<file path="src/rtl/ma_pipeline_lsu.sv">
// ---------------------------------------------------------------------------
// ma_pipeline_lsu
//   Memory-access stage that sits directly after EX. It takes the EX/MA
//   register fields, runs loads and stores over a req/gnt/rvalid data-memory
//   port, aligns and sign/zero-extends load data, picks the writeback value
//   and registers it into MA/WB. Upstream is stalled while a memory
//   transaction cannot complete at the coming edge.
//
// Parameters
//   MAX_WAIT      cycles spent in REQ/WAIT before the access is aborted
//
// Ports
//   clk, reset_n                  clock (rising edge), async active-low reset
//   valid_in .. AddrD_in          EX/MA register fields
//   dmem_req/we/addr/be/wdata     data-memory request channel (out)
//   dmem_gnt                      request accepted this cycle (in)
//   dmem_rvalid/rdata             read response channel (in)
//   stall_out                     hold EX/MA and all earlier stages
//   valid_out .. WB_Result_out    MA/WB register
//   misalign_out                  one-cycle pulse: misaligned access dropped
//   bus_err_out                   one-cycle pulse: access aborted on timeout
//   state_dbg                     current FSM state (IDLE=0, REQ=1, WAIT=2)
//
// Handshake
//   A request is presented while dmem_req=1 and is held stable (address,
//   enables, data) until the cycle dmem_gnt=1; that cycle transfers it. For a
//   load, read data is taken only in a cycle after the grant, in WAIT, when
//   dmem_rvalid=1; rvalid in the grant cycle or outside WAIT is ignored.
// ---------------------------------------------------------------------------
module ma_pipeline_lsu #(
  parameter int unsigned MAX_WAIT = 255
) (
  input  logic        clk,
  input  logic        reset_n,
  input  logic        valid_in,
  input  logic        RegWEn_in,
  input  logic        MemRW_in,
  input  logic [1:0]  WBSel_in,
  input  logic [2:0]  funct3_in,
  input  logic [31:0] ALU_Result_in,
  input  logic [31:0] DataB_in,
  input  logic [31:0] pcPlus4_in,
  input  logic [4:0]  AddrD_in,
  output logic        dmem_req,
  output logic        dmem_we,
  output logic [31:0] dmem_addr,
  output logic [3:0]  dmem_be,
  output logic [31:0] dmem_wdata,
  input  logic        dmem_gnt,
  input  logic        dmem_rvalid,
  input  logic [31:0] dmem_rdata,
  output logic        stall_out,
  output logic        valid_out,
  output logic        RegWEn_out,
  output logic [4:0]  AddrD_out,
  output logic [31:0] WB_Result_out,
  output logic        misalign_out,
  output logic        bus_err_out,
  output logic [1:0]  state_dbg
);

  localparam int unsigned CW = $clog2(MAX_WAIT + 1);
  localparam logic [CW-1:0] CNT_LAST = CW'(MAX_WAIT - 1);

  typedef enum logic [1:0] {
    ST_IDLE = 2'd0,
    ST_REQ  = 2'd1,
    ST_WAIT = 2'd2
  } state_t;

  typedef enum logic [1:0] {
    SZ_BYTE = 2'd0,
    SZ_HALF = 2'd1,
    SZ_WORD = 2'd2
  } size_t;

  state_t         state_q, state_d;
  logic [CW-1:0]  wait_cnt_q;

  logic           memop;
  logic           aligned;
  size_t          size;
  logic [1:0]     off;
  logic           timeout;

  logic           retire;
  logic           ret_wen;
  logic           ret_mis;
  logic           ret_err;

  logic [7:0]     ld_byte;
  logic [15:0]    ld_half;
  logic [31:0]    ld_data;
  logic [31:0]    wb_val;

  // -------------------------------------------------------------------------
  // Decode: a load is any valid non-store whose writeback selects memory.
  // -------------------------------------------------------------------------
  assign memop = valid_in & (MemRW_in | (WBSel_in == 2'b00));
  assign off   = ALU_Result_in[1:0];

  // Size comes from funct3[1:0]; unknown encodings fall back to a word.
  always_comb begin
    size = SZ_WORD;
    case (funct3_in[1:0])
      2'b00:   size = SZ_BYTE;
      2'b01:   size = SZ_HALF;
      default: size = SZ_WORD;
    endcase
  end

  always_comb begin
    aligned = 1'b1;
    case (size)
      SZ_BYTE: aligned = 1'b1;
      SZ_HALF: aligned = ~off[0];
      default: aligned = (off == 2'b00);
    endcase
  end

  // -------------------------------------------------------------------------
  // Request channel: address is word-aligned, store data is replicated into
  // every lane so the byte enables alone select what memory writes.
  // -------------------------------------------------------------------------
  assign dmem_addr = {ALU_Result_in[31:2], 2'b00};
  assign dmem_we   = dmem_req & MemRW_in;

  always_comb begin
    dmem_be    = 4'b1111;
    dmem_wdata = DataB_in;
    case (size)
      SZ_BYTE: begin
        dmem_be    = 4'b0001 << off;
        dmem_wdata = {4{DataB_in[7:0]}};
      end
      SZ_HALF: begin
        dmem_be    = 4'b0011 << {off[1], 1'b0};
        dmem_wdata = {2{DataB_in[15:0]}};
      end
      default: begin
        dmem_be    = 4'b1111;
        dmem_wdata = DataB_in;
      end
    endcase
  end

  // -------------------------------------------------------------------------
  // Load alignment and extension.
  // -------------------------------------------------------------------------
  always_comb begin
    ld_byte = dmem_rdata[7:0];
    case (off)
      2'd0: ld_byte = dmem_rdata[7:0];
      2'd1: ld_byte = dmem_rdata[15:8];
      2'd2: ld_byte = dmem_rdata[23:16];
      2'd3: ld_byte = dmem_rdata[31:24];
      default: ld_byte = dmem_rdata[7:0];
    endcase
  end

  assign ld_half = off[1] ? dmem_rdata[31:16] : dmem_rdata[15:0];

  always_comb begin
    ld_data = dmem_rdata;
    case (funct3_in)
      3'b000:  ld_data = {{24{ld_byte[7]}}, ld_byte};
      3'b001:  ld_data = {{16{ld_half[15]}}, ld_half};
      3'b100:  ld_data = {24'd0, ld_byte};
      3'b101:  ld_data = {16'd0, ld_half};
      default: ld_data = dmem_rdata;
    endcase
  end

  always_comb begin
    wb_val = ALU_Result_in;
    case (WBSel_in)
      2'b00:   wb_val = ld_data;
      2'b10:   wb_val = pcPlus4_in;
      default: wb_val = ALU_Result_in;
    endcase
  end

  // -------------------------------------------------------------------------
  // FSM: next state, request, retirement and stall.
  // The counter holds the number of earlier cycles already spent in REQ/WAIT,
  // so the MAX_WAIT-th such cycle is the one that aborts.
  // A grant or read response in the abort cycle still completes the access.
  // -------------------------------------------------------------------------
  assign timeout = (state_q != ST_IDLE) && (wait_cnt_q == CNT_LAST);

  always_comb begin
    state_d  = state_q;
    dmem_req = 1'b0;
    retire   = 1'b0;
    ret_wen  = RegWEn_in;
    ret_mis  = 1'b0;
    ret_err  = 1'b0;
    case (state_q)
      ST_IDLE: begin
        if (valid_in) begin
          if (!memop) begin
            retire = 1'b1;
          end else if (!aligned) begin
            retire  = 1'b1;
            ret_wen = 1'b0;
            ret_mis = 1'b1;
          end else begin
            dmem_req = 1'b1;
            if (dmem_gnt) begin
              if (MemRW_in) retire  = 1'b1;
              else          state_d = ST_WAIT;
            end else begin
              state_d = ST_REQ;
            end
          end
        end
      end
      ST_REQ: begin
        dmem_req = 1'b1;
        if (dmem_gnt) begin
          if (MemRW_in) begin
            retire  = 1'b1;
            state_d = ST_IDLE;
          end else begin
            state_d = ST_WAIT;
          end
        end else if (timeout) begin
          retire  = 1'b1;
          ret_wen = 1'b0;
          ret_err = 1'b1;
          state_d = ST_IDLE;
        end
      end
      ST_WAIT: begin
        if (dmem_rvalid) begin
          retire  = 1'b1;
          state_d = ST_IDLE;
        end else if (timeout) begin
          retire  = 1'b1;
          ret_wen = 1'b0;
          ret_err = 1'b1;
          state_d = ST_IDLE;
        end
      end
      default: begin
        state_d = ST_IDLE;
      end
    endcase
  end

  // High in every cycle where an aligned memory access cannot retire at the
  // coming edge; misaligned accesses and non-memory ops never stall.
  assign stall_out = memop & aligned & ~retire;
  assign state_dbg = state_q;

  always_ff @(posedge clk or negedge reset_n) begin
    if (!reset_n) begin
      state_q    <= ST_IDLE;
      wait_cnt_q <= '0;
    end else begin
      state_q    <= state_d;
      wait_cnt_q <= (state_q == ST_IDLE) ? '0 : wait_cnt_q + CW'(1);
    end
  end

  // -------------------------------------------------------------------------
  // MA/WB register: non-retiring cycles insert a bubble; destination and
  // result hold their last retired values.
  // -------------------------------------------------------------------------
  always_ff @(posedge clk or negedge reset_n) begin
    if (!reset_n) begin
      valid_out     <= 1'b0;
      RegWEn_out    <= 1'b0;
      AddrD_out     <= 5'd0;
      WB_Result_out <= 32'd0;
      misalign_out  <= 1'b0;
      bus_err_out   <= 1'b0;
    end else if (retire) begin
      valid_out     <= 1'b1;
      RegWEn_out    <= ret_wen;
      AddrD_out     <= AddrD_in;
      WB_Result_out <= wb_val;
      misalign_out  <= ret_mis;
      bus_err_out   <= ret_err;
    end else begin
      valid_out     <= 1'b0;
      RegWEn_out    <= 1'b0;
      misalign_out  <= 1'b0;
      bus_err_out   <= 1'b0;
    end
  end

endmodule

</file>
<file path="config.mk">
export PLATFORM = sky130hd
export DESIGN_NAME = ma_pipeline_lsu
export DESIGN_NICKNAME = d
export VERILOG_FILES = /design/src/rtl/ma_pipeline_lsu.sv
export SDC_FILE = /design/constraint.sdc
export NUM_CORES = 1
export LEC_CHECK = 0
export ABC_AREA = 1
export ABC_CLOCK_PERIOD_IN_PS = 2530
export CELL_PAD_IN_SITES_DETAIL_PLACEMENT = 0
export CELL_PAD_IN_SITES_GLOBAL_PLACEMENT = 1
export CORE_MARGIN = 2
export CORE_UTILIZATION = 24
export CTS_CLUSTER_DIAMETER = 80
export DETAILED_ROUTE_END_ITERATION = 7
export PLACE_DENSITY = 0.82
export SLEW_MARGIN = 20
export SYNTH_ARGS = -nofsm -noshare
export SYNTH_HDL_FRONTEND = slang
export SYNTH_SLANG_ARGS = --single-unit
</file>
<file path="constraint.sdc">
create_clock -name clk -period 2.53 [get_ports clk]
set_input_delay 0.3795 -clock clk [delete_from_list [all_inputs] [get_ports clk]]
set_output_delay 0.3795 -clock clk [all_outputs]
set_load 0.005 [all_outputs]
</file>
==> results.md, run 1 <==
* Most frequent cells in the layout: nand2_1 (324), clkdlybuf4s50_1 (251), nor2_1 (52)
* Power per cell area at 633.9 nW/um^2
* Setup CP Type: in2out
* Vias in the first global route at 4817
* Most common cell after layout, fill and taps aside: nand2_1
* Final-layout fill cell count at 1771
* Initial Utilization at 0.2472
* Hold buffer count at cts at 0
* Vias after detailed routing at 4968
* ANT cells at 0
* First-pass GRT wire length at 26960 um
* CP Data Required Time at 2.15 ns
* P_leak at 0.003358 uW
* Clk buf depth at 2
* Arrival time worst endpoint at 2.07 ns
* Post-synth EDFFs at 0
* Endpoints failing hold at 0
* Crit path from: funct3_in[0]
* Final instance area at 7000 sq um
* Worst ir drop on vdd at 0.3822 mV
* Startpoint type of the worst setup path: primary input
* Die Height at 134.9 um
* Mapped Avg Cell Area at 6.122 sq um
* CTS tree: yes
* Largest net degree at the start of global routing at 39
* Initial antenna violation count at 0
* DR vias/cell at 4.420
* Asr flop ratio synth at 1.000
* Initial DRT Pass Iterations at 5
* Remaining DRCs at 0
* Register area share after synthesis at 0.3102
* Post-DRT Antenna Nets at 0
* DR WL/cell at 15.62 um
* Final Skew at 0.007567 ns
* Std cell rows at 47
* Fin Setup TNS at 0 ns
* Chip Width at 134.9 um
* GR Overflow Total at 0
* Unrepaired setup endpoints after global routing: no
* Core Box Area at 16640 sq um
* Complex-gate fraction of the synthesized area at 0.08090
* Final Setup Violations at 0
* Dpl hpwl at 14170 um
* Status: completed
* XOR/XNOR share of the synthesized area at 0.002129
* Fraction of layout cells with a size suffix above 1 at 0.07633
* H-tree levels at 2
* Input/output buffers at 256
* Root buf cell: clkbuf_16
* Die area at 18200 sq um
* Post-Place Cell Area at 6827 sq um
* CP endpoint kind: output port
* Syn Inst Count at 672
* CP Max Fanout at 14
* Max cap viols at 0
* Synthesis-to-finish area growth at 70.16%
* Mapped cell area at 4114 sq um
* All-Layer GR Usage at 0.1920
* Final net count at 1054
* Clock transition at path regs at 0.07 ns
* WL final at 17550 um
* Top_reg_cell synth: dfrtp_1
* Final Max Slew Viols at 0
* FMAX at 0.4086 GHz
* Initial DRC Count at 219
* Gpl congestion at 0.9113
* Fin crit period at 2.448 ns
* Synth warnings at 0
* FF-to-FF Start: state_dbg[0]
* Multiplexer share of the synthesized area at 0
* Post-Synth Adder-Cell Area at 0.01825
* Hold Crit Class: in2async
* Post-synthesis simple-gate area fraction at 0.4446
* Clock sink count at 51
* IO Count at 259
* Main combinational cell family by area after synthesis: simple AND/OR/NAND/NOR gates
* Pin slew with the least headroom to its limit at 0.5468 ns
* Yosys cell types at 36
* Final clock period utilization by the worst path at 0.9675
* Total CTS buffers at 5
* Slew headroom at 0.6355
* Worst-Skew Late Latency at 0.31 ns
* Flops & latches, synth at 51
## where the power goes
group,internal (uW),switching [uW]
clock,377,342
sequential,1140,178
combinational,1280,1130
total,2790,1650
## per-layer routing
layer | vias up | share of wire | GRT usage
met4 | 0 | 0.011 | 0.04035
met5 | - | 0 | 0
met3 | 11 | 0.064 | 0.04279
met1 | 2276 | 0.44 | 0.2527
li1 | 2523 | - | -
met2 | 158 | 0.48 | 0.3229
## worst paths after layout
path / endpoint / slack, ns / cells after the start
setup / recovery: dmem_wdata[9] / 0.08 / 9
hold / removal: WB_Result_out[3] / 0.05 / 1
setup reg to reg: WB_Result_out[18] / 0.44 / 14
hold reg to reg: WB_Result_out[28] / 0.48 / 2
max in group asynchronous: WB_Result_out[13] / 1.84 / 2
min in group clk: WB_Result_out[28] / 0.48 / 2
## logic make-up after synthesis
kind of cell	Yosys count
and+or+nand+nor	449
buffers and inverters	108
AOI/OAI and AO/OA	56
DFF	51
adders and majority gates	6
xor gates and xnor gates	1
other	1
## cell type report
cell class	instances	area, sq um	share of cell area
clock inverters	3	26.28	0.003753
inverters	37	138.9	0.01984
multi-input cells	514	2276	0.3251
flip-flops and latches	51	1276	0.1823
well taps	220	275.3	0.03932
clock buffers	5	125.1	0.01787
repair buffers	294	2883	0.4118
## synth_stat cells (2+ instances only)
cell | n | area share
inv_2 | 3 | 0.0027
nor2_4 | 3 | 0.0082
nand4_1 | 2 | 0.0030
inv_1 | 34 | 0.031
o211ai_1 | 4 | 0.0073
buf_6 | 2 | 0.0055
a21oi_1 | 20 | 0.024
nand3_1 | 51 | 0.062
and3_1 | 2 | 0.0030
nor3_1 | 3 | 0.0036
o21ai_0 | 18 | 0.022
buf_2 | 8 | 0.0097
ha_1 | 6 | 0.018
buf_4 | 42 | 0.077
o21bai_1 | 2 | 0.0036
dfrtp_1 | 51 | 0.31
nor2_1 | 55 | 0.050
clkbuf_1 | 16 | 0.015
o31ai_1 | 3 | 0.0055
o22ai_1 | 2 | 0.0030
nand2_2 | 5 | 0.0076
buf_1 | 3 | 0.0027
nand2_1 | 324 | 0.30
## registers in the layout, indices dropped and copies added (netlist names)
register / cells
AddrD_out: 5
RegWEn_out: 1
WB_Result_out: 32
bus_err_out: 1
misalign_out: 1
state_dbg: 2
valid_out: 1
wait_cnt_q: 8
## through the flow
step	hold slack, ns	total power, uW	worst slack [ns]	cells	utilization
6_report	0.05081	4437	0.08235	1124	0.4206
5_1_grt	0.08634	4793	0.006387	1124	0.4206
4_1_cts	0.07830	4499	0.03983	1124	0.4197
3_5_place_dp	0.4105	3745	-0.07931	1115	0.4102
3_3_place_gp	0.4093	3718	-0.04075	1115	0.4102
2_1_floorplan	0.08391	2359	0.4758	673	-
## repair_timing
action                     in CTS  in global routing
setup buffers                   1                  0
pin swaps                       2                  0
gates cloned                    0                  0
setup endpoints to repair       2                  3
resized for setup               5                  5
## worst max-delay path, cell delays in order
cell and delay [ns]:
clkdlybuf4s50_1 0.42, inv_1 0.08, nand2_1 0.12, buf_4 0.16
inv_1 0.08, buf_12 0.14, nand2_1 0.07, nand2_1 0.10
clkdlybuf4s50_1 0.52
No activity file was read; power rests on OpenSTA's default activity.
==> run 2: changes to the inputs <==
REMOVE_ABC_BUFFERS = 1   (was unset)
==> run 2 against run 1 <==
Die area is the same. Sequential share of layout area barely moved. Non-clock buffer count grew 4. Design area increased by 0.27%. Register-to-register slack about the same. First-iteration DRC count increased by 4.1%. Cell count grew 0.44%. Hold slack improved by 0.050 ns.
==> results.md, run 2 (synthesis results as in run 1) <==
* Synthesis-to-finish area growth at 70.62%
* First-pass GRT wire length at 26760 um
* Non-Filler Instances at 1129
* Final clock period utilization by the worst path at 0.9656
* Slew headroom at 0.5641
* Die Height at 134.9 um
* Final Max Slew Viols at 0
* DR vias/cell at 4.353
* Std cell rows at 47
* WL final at 17150 um
* CTS tree: yes
* Largest net degree at the start of global routing at 39
* Vias in the first global route at 4815
* Vias after detailed routing at 4914
* Most common cell after layout, fill and taps aside: nand2_1
* Initial DRT Pass Iterations at 4
* Core Box Area at 16640 sq um
* Power per cell area at 628.0 nW/um^2
* Pin slew with the least headroom to its limit at 0.6538 ns
* Total power at 4408 uW
* P_leak at 0.003366 uW
* Final Skew at 0.005424 ns
* Initial antenna violation count at 1
* Initial Utilization at 0.2472
* Fin crit period at 2.443 ns
* Most frequent cells in the layout: nand2_1 (323), clkdlybuf4s50_1 (250), nor2_1 (52)
* GR Overflow Total at 0
* Worst ir drop on vdd at 0.3206 mV
* Root buf cell: clkbuf_16
* Final net count at 1058
* Final Setup Violations at 0
* WHS at 0.1010 ns
* Arrival time worst endpoint at 2.06 ns
* Clock transition at path regs at 0.07 ns
* Startpoint type of the worst setup path: primary input
* H-tree levels at 2
* Initial DRC Count at 228
* Die area at 18200 sq um
* DR WL/cell at 15.19 um
* Setup CP Type: in2out
* Inst Count DP at 1119
* All-Layer GR Usage at 0.1890
* Regs by FF count: WB_Result_out (32), wait_cnt_q (8), AddrD_out (5)
* Dpl hpwl at 13460 um
* Post-Place Cell Area at 6844 sq um
* CP Data Required Time at 2.15 ns
* Endpoints failing hold at 0
* Gpl congestion at 0.8576
* FMAX at 0.4094 GHz
* CP Max Fanout at 3
* IO Count at 259
* Status: completed
* Hold Crit Class: in2async
* Worst-Skew Late Latency at 0.30 ns
* Input/output buffers at 256
* Fraction of layout cells with a size suffix above 1 at 0.07930
* Largest reg by FF count: WB_Result_out
* Chip Width at 134.9 um
* Max cap viols at 0
* Clock sink count at 51
* Clk buf depth at 2
* Final instance area at 7019 sq um
* Post-DRT Antenna Nets at 0
* Hold buffer count at cts at 0
* Total CTS buffers at 5
* Remaining DRCs at 0
* CP endpoint kind: output port
* Max reg flops at 32
## run 2: cell types whose count changed in the layout (fill, tap and decap cells not counted), sizes merged
cell           previous run  this run
clkinvlp                  0         1
clkbuf                    5         6
buf                      39        44
inv                      39        37
diode                     0         1
clkdlybuf4s50           251       250
## run 2: final cells by class
type	instances	area [sq um]
Antenna cell	1	2.502
Clock buffer	6	128.9
Clock inverter	2	12.51
Fill cell	1767	9623
Inverter	37	138.9
Multi-Input combinational cell	514	2286
Sequential cell	51	1276
Tap cell	220	275.3
Timing Repair Buffer	298	2899
## run 2: routing by layer
metal  GRT usage  vias up  share of wire
met5           0        -              0
met4     0.04035        0          0.016
met3     0.05293       16          0.070
met1      0.2470     2197           0.44
li1            -     2534              -
met2      0.3113      167           0.47
## run 2: path summary, 6_finish.rpt
kind | start | endpoint | slack, ns | depth (start not counted)
max in group asynchronous | reset_n | WB_Result_out[2] | 1.75 | 2
min in group clk | WB_Result_out[10] | WB_Result_out[10] | 0.48 | 2
max | ALU_Result_in[1] | dmem_we | 0.09 | 8
min reg2reg | WB_Result_out[10] | WB_Result_out[10] | 0.48 | 2
min | reset_n | bus_err_out | 0.10 | 1
max reg2reg | state_dbg[0] | AddrD_out[1] | 0.43 | 14
## run 2: metrics by stage
| stage | util | TNS (ns) | setup WS, ns |
|---|---|---|---|
| 5_1_grt | 0.4216 | -0.002079 | -0.002079 |
| 4_1_cts | 0.4198 | 0 | 0.0005058 |
| 6_report | 0.4218 | 0 | 0.08711 |
| 3_5_place_dp | 0.4112 | -0.7941 | -0.1022 |
| 2_1_floorplan | - | 0 | 0.07494 |
| 3_3_place_gp | 0.4112 | -0.5033 | -0.09198 |
## run 2: critical path, stage by stage
cell	delay (ns)
clkdlybuf4s50_1	0.45
nand2_1	0.10
nand2_1	0.11
nand2_2	0.11
buf_4	0.12
nand3_1	0.12
a21oi_1	0.15
clkdlybuf4s50_1	0.52
## run 2: what timing repair did
item | 4_1_cts | 5_1_grt
setup buffers | 0 | 1
endpoints found under the setup margin | 17 | 18
resized for setup | 3 | 8
pin swaps | 0 | 1
## run 2: power breakdown
group | switching [uW] | internal [uW] | leakage [uW]
logic | 1100 | 1290 | 0.00265
registers | 176 | 1140 | 0.000652
clock network | 339 | 367 | 0.0000669
total | 1620 | 2790 | 0.00337
